File: config.mk
export PLATFORM = sky130hd
export DESIGN_NAME = mux_nx1_stream_flat
export DESIGN_NICKNAME = d
export VERILOG_FILES = /design/src/rtl/mux_nx1_stream_if.sv /design/src/rtl/mux_nx1_stream.sv /design/src/flat_wrapper.sv
export SDC_FILE = /design/constraint.sdc
export NUM_CORES = 1
export LEC_CHECK = 0
export ABC_AREA = 0
export BUFFER_PORTS_ARGS = -buffer_cell sky130_fd_sc_hd__clkbuf_2
export CAP_MARGIN = 20
export CORE_ASPECT_RATIO = 0.75
export CORE_UTILIZATION = 34
export DETAILED_ROUTE_END_ITERATION = 12
export PLACE_DENSITY = 0.76
export SETUP_SLACK_MARGIN = 0.05
export SLEW_MARGIN = 20
export SYNTH_ARGS = -nofsm -noshare
export SYNTH_HDL_FRONTEND = slang
export SYNTH_SLANG_ARGS = --single-unit
export TNS_END_PERCENT = 100
File: constraint.sdc
create_clock -name clk -period 1.05 [get_ports clk]
set_input_delay 0.1575 -clock clk [delete_from_list [all_inputs] [get_ports clk]]
set_output_delay 0.1575 -clock clk [all_outputs]
set_load 0.1 [all_outputs]
File: src/rtl/mux_nx1_stream_if.sv
// Stream bundle for mux_nx1_stream: N valid/ready input channels plus one
// registered output stream. The slave modport is the mux; the master modport
// is whoever drives the producers and the consumer.
interface mux_nx1_stream_if #(
  parameter int unsigned N = 4,
  parameter int unsigned W = 8
);
  localparam int unsigned SELW = $clog2(N);

  logic [N*W-1:0]  i_data;
  logic [N-1:0]    i_valid;
  logic [N-1:0]    i_ready;
  logic [SELW-1:0] s;
  logic [W-1:0]    y;
  logic            y_valid;
  logic            y_ready;
  logic [SELW-1:0] y_ch;

  modport master (
    output i_data, i_valid, s, y_ready,
    input  i_ready, y, y_valid, y_ch
  );

  modport slave (
    input  i_data, i_valid, s, y_ready,
    output i_ready, y, y_valid, y_ch
  );
endinterface

File: src/rtl/mux_nx1_stream.sv
// N-input, W-bit valid/ready stream multiplexer with one registered output.
// MODE=0 selects the channel from s; MODE=1 uses round-robin arbitration.
// Optional feature macro MUX_XFER_CNT_EN adds a 16-bit wrapping xfer_cnt
// output counting beats taken by the consumer.
module mux_nx1_stream #(
  parameter int unsigned N    = 4,
  parameter int unsigned W    = 8,
  parameter int unsigned MODE = 0
) (
  input  logic             clk,
  input  logic             rst_n,
  mux_nx1_stream_if.slave  bus
`ifdef MUX_XFER_CNT_EN
  ,
  output logic [15:0]      xfer_cnt
`endif
);
  localparam int unsigned SELW = $clog2(N);

  logic [W-1:0]    y_q;
  logic            y_valid_q;
  logic [SELW-1:0] y_ch_q;

  logic            load;
  logic            grant_valid;
  logic [SELW-1:0] grant;
  logic [W-1:0]    sel_data;
  logic            sel_valid;
  logic            accept;
  logic [N-1:0]    ready;

  // Output register can take a new beat when empty or draining this cycle.
  assign load = !y_valid_q || bus.y_ready;

  if (MODE == 0) begin : g_ext_sel
    // External select; codes at or beyond N grant nothing.
    always_comb begin
      grant       = bus.s;
      grant_valid = (32'(bus.s) < N);
    end
  end else begin : g_rr
    logic [SELW-1:0] ptr;

    // Round-robin scan starting at ptr, wrapping at N.
    always_comb begin : rr_scan
      int unsigned idx;
      idx         = 0;
      grant       = '0;
      grant_valid = 1'b0;
      for (int unsigned i = 0; i < N; i++) begin
        idx = 32'(ptr) + i;
        if (idx >= N) idx = idx - N;
        if (!grant_valid && bus.i_valid[idx]) begin
          grant       = SELW'(idx);
          grant_valid = 1'b1;
        end
      end
    end

    // Pointer moves to the channel after the one just accepted.
    always_ff @(posedge clk or negedge rst_n) begin
      if (!rst_n) begin
        ptr <= '0;
      end else if (accept) begin
        ptr <= (grant == SELW'(N - 1)) ? '0 : grant + SELW'(1);
      end
    end
  end

  // Decode the granted channel without indexing past N (keeps out-of-range s X-free).
  always_comb begin
    sel_data  = '0;
    sel_valid = 1'b0;
    for (int unsigned k = 0; k < N; k++) begin
      if (grant == SELW'(k)) begin
        sel_data  = bus.i_data[k*W +: W];
        sel_valid = bus.i_valid[k];
      end
    end
  end

  // One-hot ready to the granted channel; held low while in reset.
  always_comb begin
    ready = '0;
    for (int unsigned k = 0; k < N; k++) begin
      if (rst_n && load && grant_valid && (grant == SELW'(k))) ready[k] = 1'b1;
    end
  end

  assign accept      = rst_n && load && grant_valid && sel_valid;
  assign bus.i_ready = ready;

  // Output register: load on accept, clear valid on a drain with nothing to load.
  always_ff @(posedge clk or negedge rst_n) begin
    if (!rst_n) begin
      y_q       <= '0;
      y_valid_q <= 1'b0;
      y_ch_q    <= '0;
    end else if (accept) begin
      y_q       <= sel_data;
      y_valid_q <= 1'b1;
      y_ch_q    <= grant;
    end else if (bus.y_ready) begin
      y_valid_q <= 1'b0;
    end
  end

  assign bus.y       = y_q;
  assign bus.y_valid = y_valid_q;
  assign bus.y_ch    = y_ch_q;

`ifdef MUX_XFER_CNT_EN
  // Count beats taken by the consumer; wraps naturally at 16 bits.
  always_ff @(posedge clk or negedge rst_n) begin
    if (!rst_n) begin
      xfer_cnt <= 16'd0;
    end else if (y_valid_q && bus.y_ready) begin
      xfer_cnt <= xfer_cnt + 16'd1;
    end
  end
`endif

endmodule
File: src/flat_wrapper.sv
// flat-port wrapper written by rule: the top's interface ports become plain ports
module mux_nx1_stream_flat 
#(
  parameter int unsigned N    = 4,
  parameter int unsigned W    = 8,
  parameter int unsigned MODE = 0
)
  (clk, rst_n, bus_i_data, bus_i_valid, bus_s, bus_y_ready, bus_i_ready, bus_y, bus_y_valid, bus_y_ch);
  mux_nx1_stream_if #(.N(N), .W(W)) bus_i ();
  input  logic clk;
  input  logic rst_n;
  input wire logic [$bits(bus_i.i_data)-1:0] bus_i_data;
  input wire logic [$bits(bus_i.i_valid)-1:0] bus_i_valid;
  input wire logic [$bits(bus_i.s)-1:0] bus_s;
  input wire logic [$bits(bus_i.y_ready)-1:0] bus_y_ready;
  output wire logic [$bits(bus_i.i_ready)-1:0] bus_i_ready;
  output wire logic [$bits(bus_i.y)-1:0] bus_y;
  output wire logic [$bits(bus_i.y_valid)-1:0] bus_y_valid;
  output wire logic [$bits(bus_i.y_ch)-1:0] bus_y_ch;
  assign bus_i.i_data = bus_i_data;
  assign bus_i.i_valid = bus_i_valid;
  assign bus_i.s = bus_s;
  assign bus_i.y_ready = bus_y_ready;
  assign bus_i_ready = bus_i.i_ready;
  assign bus_y = bus_i.y;
  assign bus_y_valid = bus_i.y_valid;
  assign bus_y_ch = bus_i.y_ch;
  mux_nx1_stream #(.N(N), .W(W), .MODE(MODE)) u_core (.clk(clk), .rst_n(rst_n), .bus(bus_i));
endmodule
==> results of run 1 <==
[metal layers]
metal	part of all wire	track usage	up-vias
met2	0.55	0.3880	45
met4	0.027	0.1300	0
met1	0.34	0.2236	344
met5	0	0	-
li1	-	-	326
met3	0.087	0.05128	6
[cells in the mapped netlist (all sizes together)]
cell type	instances
a22o	1
a31o	1
clkbuf	3
dfrtp	11
inv	1
mux2	11
mux4	9
nand2	2
nand2b	1
nand3	3
nor2	2
nor3	2
[through the flow]
| stage | TNS, ps | cells | setup slack (ps) | instance area [sq um] | hold slack, ps |
|---|---|---|---|---|---|
| finish | -4798 | 136 | -430.2 | 1421 | 330.1 |
| floorplan | -5351 | 47 | -768.0 | 787.0 | -138.1 |
| global placement | -4487 | 129 | -386.9 | 1350 | 232.0 |
| CTS | -4338 | 135 | -420.2 | 1403 | 313.8 |
| global route | -5538 | 136 | -467.7 | 1421 | 350.4 |
| detailed placement | -4864 | 129 | -420.4 | 1350 | 231.9 |
[critical path: stages, from the launching register on]
cell and delay [ps]:
dfrtp_4 490, nand2b_4 120, nand2_4 70, nor3_4 170
buf_12 200
[power groups by stage]
stage | combinational, mW | clock (mW) | sequential [mW]
2_1_floorplan | 0.295 | 0 | 1.44
3_3_place_gp | 1.76 | 0 | 0.680
3_5_place_dp | 1.78 | 0 | 0.683
4_1_cts | 1.80 | 0.289 | 0.677
5_1_grt | 1.86 | 0.306 | 0.689
6_report | 1.81 | 0.284 | 0.675
[state kept, by name, indices dropped and copies added, names as in the netlist]
register	flops
u_core.bus.y	8
u_core.bus.y_ch	2
u_core.bus.y_valid	1
[cell families (layout without fill, tap and decap cells)]
group | count (synthesis) | in the layout | synth area share
muxes | 20 | 20 | 0.4729
DFF | 11 | 11 | 0.3853
and+or+nand+nor | 10 | 10 | 0.08233
buffers and inverters | 4 | 71 | 0.03502
AOI/OAI and AO/OA | 2 | 2 | 0.02452
[worst paths after layout]
kind	from	endpoint	slack [ps]	cells after the start
worst max-delay path	u_core.bus.y_valid$_DFFE_PN0P_	bus_i_ready[2]	-430	4
worst min-delay path	bus_i_data[31]	u_core.bus.y[7]$_DFFE_PN0P_	330	3
worst max register to register	u_core.bus.y_valid$_DFFE_PN0P_	u_core.bus.y[4]$_DFFE_PN0P_	-290	4
worst min register to register	u_core.bus.y[6]$_DFFE_PN0P_	u_core.bus.y[6]$_DFFE_PN0P_	560	1
max in group asynchronous	rst_n	u_core.bus.y[4]$_DFFE_PN0P_	280	3
min in group asynchronous	rst_n	u_core.bus.y_ch[0]$_DFFE_PN0P_	590	3
[what timing repair did]
| action | in CTS | in global routing |
|---|---|---|
| pin swaps | 1 | 2 |
| hold buffers | 1 | 0 |
| endpoints found under the hold margin | 11 | 0 |
| setup buffers | 1 | 2 |
| endpoints found under the setup margin | 25 | 26 |
| gates resized for setup | 2 | 2 |
[cell type report]
type | instances | area, sq um | area share
tap | 22 | 27.53 | 0.01937
sequential | 11 | 291.5 | 0.2051
timing repair buffer | 66 | 593.1 | 0.4173
multi-input combinational | 32 | 479.2 | 0.3371
clock buffer | 4 | 26.28 | 0.01849
inverter | 1 | 3.754 | 0.002641
==> summary.txt, run 1 <==
Status
  • Run status: finished, violations left
  • Failing checks: setup timing

Logic synthesis
  • Seq cells post-synth: 11
  • Syn Area/Cell: 15.20 sq um
  • Synthesized area: 714.4 sq um
  • Post-synth top area share: 0.3853
  • Synth Instances: 47
  • Post-synthesis sequential area ratio: 0.3853
  • Post-synth top area cell: dfrtp_1
  • Synth unique cells: 15
  • Net Count, Synth: 88
  • Synth top area cells: dfrtp_1, mux4_2, mux2_2, mux4_1, nand3_4
  • Warnings from Yosys: 0

Routing
  • Initial drt markers: 7
  • Detailed Route WL: 2.186 mm
  • Wire length per cell: 16.07 um
  • Drt drc: 0
  • Antenna-violating nets left: 0
  • Drt pass-1 iters: 4
  • Vias per inst: 5.301
  • Vias: 721

Clocking
  • Worst-skew pair later-pin latency: 260 ps
  • # clock sinks: 11
  • Root buffer cell: clkbuf_4
  • CTS Buffer Depth: 2
  • TritonCTS clock tree: built
  • CTS Buf Count: 3
  • H-tree lvl count: 1
  • Clk slew on worst S/H paths: 70 ps

Power and ir drop
  • P_int: 1.419 mW
  • Register share of total power: 0.244
  • Clock power share: 0.103
  • Switch share: 0.4866
  • Power density over the cells: 1945 nW/um^2
  • Worst VDD drop: 1.510 mV
  • Part of the power in combinational logic: 0.653
  • Total power: 2.764 mW
  • NetSw: 1.345 mW
  • Leakage power: 0.6580 nW

Die
  • Core area: 1854 sq um
  • Top-Level Pins: 56
  • # rows: 13
  • Area of the die: 2291 sq um
  • Die Height: 41.70 um
  • Die W: 54.93 um
  • Initial Util: 0.3853

Cells and area
  • Ant diodes: 0
  • Final net count: 156
  • Most frequent cells in the layout: clkbuf_2, buf_12, mux2_2, dfrtp_2, buf_4
  • Area grow syn2layout: 98.95%
  • Final core occ: 0.7665
  • Commonest non-fill, non-tap cell in the layout: clkbuf_2
  • Fill count: 123
  • Share of cells above drive strength 1: 0.9211

Job
  • Maxcap violations: 0

STA
  • Relative slew margins: 0.8369
  • Fin crit share: 1.410
  • Final min period: 1480 ps
  • Worst slew pin tran: 244.7 ps
  • Slew Limit Fails: 0
  • Highest achievable clock rate: 675.6 MHz
  • Clock Skews: 7.001 ps
  • Post-route setup slack: -430.2 ps
  • RSZ-0062 raised after global routing: true
  • Final hold viol count: 0
  • Setup-failing EPs final: 17

Setup path
  • CP startpoint kind: register
  • Crit Path Max Fanout: 3
  • CP Data Required Time: 890 ps
  • Worst Path Arrival: 1320 ps
  • Critical path class: register to output port
  • Critical Path Sink Type: output port

Placed design
  • Detailed placement HPWL: 1.804 mm
  • I/O Buffers: 55
  • RD Place Congestion: 0.7678

Global route
  • Global-route wire length before repair: 3.463 mm
  • GR Overflow Total: 0
  • Vias in the first global route: 822
  • Largest net degree at the start of global routing: 11
  • Global Route Usage Sum: 0.2194
  • Antenna violations before repair: 0

Min path
  • Worst hold path class: input port to register
No activity file was read; power rests on OpenSTA's default activity.
==> inputs of run 2 (changes only) <==
Settings changed: CORE_ASPECT_RATIO 0.75 to not set.
==> run 2 against run 1 <==
The run still ends with setup timing left. Final cell count up 7.4%. Sequential cell count unchanged. Maximum frequency up 1.5%. Routed wire length down 1.9%. Design area up 3.5%. First-iteration DRC count down 57%. Hold slack better by 8.0 ps. Critical path depth unchanged. Die area about the same. Sequential power about the same. Via count up 1.2%. Utilization down 1.7 points. Largest power group unchanged.
==> summary.txt, run 2 (synthesis gave the netlist of run 1 again) <==
Status
  • Run status: finished, violations left
  • Failing checks: setup timing

Routing
  • Antenna-violating nets left: 0
  • Detailed Route WL: 2.144 mm
  • Drt drc: 0
  • Wire length per cell: 14.68 um
  • Metal2 WL: 1.158 mm
  • Vias per inst: 5.000
  • Initial drt markers: 3
  • Wire length on met3: 189 um
  • Vias: 730
  • Drt pass-1 iters: 3
  • WL met1: 744 um
  • Top layer in use: met4

STA
  • Worst slew pin tran: 250.1 ps
  • Clock Skews: 0.2658 ps
  • RSZ-0062 raised after global routing: true
  • Final min period: 1458 ps
  • Fin crit share: 1.389
  • Highest achievable clock rate: 685.8 MHz
  • Final hold viol count: 0
  • Relative slew margins: 0.8333
  • Post-route setup slack: -408.2 ps
  • Setup-failing EPs final: 17
  • Slew Limit Fails: 0

Power and ir drop
  • Worst VDD drop: 1.238 mV
  • NetSw: 1.344 mW
  • Total power: 2.782 mW
  • Power density over the cells: 1891 nW/um^2
  • Register share of total power: 0.242
  • Part of the power in combinational logic: 0.657
  • Clock power share: 0.102
  • Switch share: 0.4831
  • Leakage power: 0.6826 nW
  • P_int: 1.438 mW

Clocking
  • Worst-skew pair later-pin latency: 260 ps
  • CTS Buf Count: 3
  • # clock sinks: 11
  • CTS Buffer Depth: 2
  • TritonCTS clock tree: built
  • Root buffer cell: clkbuf_4
  • Clk slew on worst S/H paths: 70 ps
  • H-tree lvl count: 1

Die
  • Core area: 1962 sq um
  • Top-Level Pins: 56
  • Initial Util: 0.3642
  • Die Height: 47.84 um
  • Area of the die: 2289 sq um
  • # rows: 16
  • Die W: 47.84 um

Cells and area
  • FF+latch area: 291.5 sq um
  • Fill count: 138
  • Final net count: 161
  • Max reg flops: 8
  • Most frequent cells in the layout: clkbuf_2, buf_12, mux2_2, buf_4, dfrtp_2
  • Area grow syn2layout: 106.0%
  • Area of the multi-input gates: 479.2 sq um
  • Ant diodes: 0
  • Commonest non-fill, non-tap cell in the layout: clkbuf_2
  • Share of cells above drive strength 1: 0.9160
  • Final core occ: 0.7500

Job
  • Maxcap violations: 0

Setup path
  • CP Data Required Time: 890 ps
  • Critical path class: register to output port
  • CP startpoint kind: register
  • Crit Path Max Fanout: 3
  • Critical Path Sink Type: output port
  • Worst Path Arrival: 1300 ps

Placed design
  • Detailed placement HPWL: 1.758 mm
  • I/O Buffers: 55
  • RD Place Congestion: 0.6423
  • DP Worst Slack: -437.2 ps

Global route
  • Largest net degree at the start of global routing: 11
  • GR Overflow Total: 0
  • Global-route wire length before repair: 3.111 mm
  • Global Route Usage Sum: 0.2097
  • Vias in the first global route: 772
  • Antenna violations before repair: 0

Min path
  • Worst hold path class: input port to register
-- run 2: path summary, 6_finish.rpt --
check	startpoint	end	slack [ps]	cells past startpoint
worst max-delay path	u_core.bus.y_valid$_DFFE_PN0P_	bus_i_ready[0]	-410	4
min in group asynchronous	rst_n	u_core.bus.y_valid$_DFFE_PN0P_	420	2
worst max register to register	u_core.bus.y_valid$_DFFE_PN0P_	u_core.bus.y_ch[0]$_DFFE_PN0P_	-380	6
max in group asynchronous	rst_n	u_core.bus.y[1]$_DFFE_PN0P_	350	3
worst min-delay path	bus_i_data[7]	u_core.bus.y[7]$_DFFE_PN0P_	340	3
worst min register to register	u_core.bus.y[0]$_DFFE_PN0P_	u_core.bus.y[0]$_DFFE_PN0P_	560	1
-- run 2: per-layer routing --
| layer | up-vias | global-route usage |
|---|---|---|
| met5 | - | 0 |
| met4 | 0 | 0.1611 |
| met3 | 6 | 0.04528 |
| met2 | 41 | 0.3865 |
| met1 | 348 | 0.1986 |
| li1 | 335 | - |
-- run 2: metrics by stage --
| stage | instances | cell area (sq um) | hold WS (ps) | setup TNS [ps] |
|---|---|---|---|---|
| CTS | 144 | 1453 | 320.9 | -4508 |
| global placement | 136 | 1371 | 15.46 | -4469 |
| finish | 146 | 1471 | 338.0 | -5389 |
| global route | 146 | 1471 | 342.6 | -6169 |
| detailed placement | 136 | 1371 | 21.59 | -5015 |
| floorplan | 47 | 787.0 | -138.1 | -5351 |
-- run 2: layout make-up --
| cell class | count | area share |
|---|---|---|
| sequential | 11 | 0.1981 |
| tap | 27 | 0.02296 |
| clock buffer | 4 | 0.01786 |
| timing repair buffer | 71 | 0.4328 |
| multi-input combinational | 32 | 0.3257 |
| inverter | 1 | 0.002551 |
-- run 2: power groups by stage --
stage	Clock, mW	Sequential, mW	Combinational (mW)
floorplan	0	1.44	0.295
global placement	0	0.678	1.76
detailed placement	0	0.682	1.79
CTS	0.298	0.675	1.82
global route	0.318	0.684	1.88
finish	0.283	0.673	1.83
-- run 2: timing repair --
item | in CTS | in global routing
setup endpoints to repair | 25 | 26
endpoints found under the hold margin | 2 | 0
gates resized for setup | 4 | 1
buffers inserted | 2 | 2
hold buffers | 2 | 0
pin swaps | 4 | 2
-- run 2: worst max-delay path, cell delays in order, from the launching register on --
cell and delay [ps]:
dfrtp_4 490, nand2b_4 110, nand2_4 70, nor3_4 160
buf_12 200
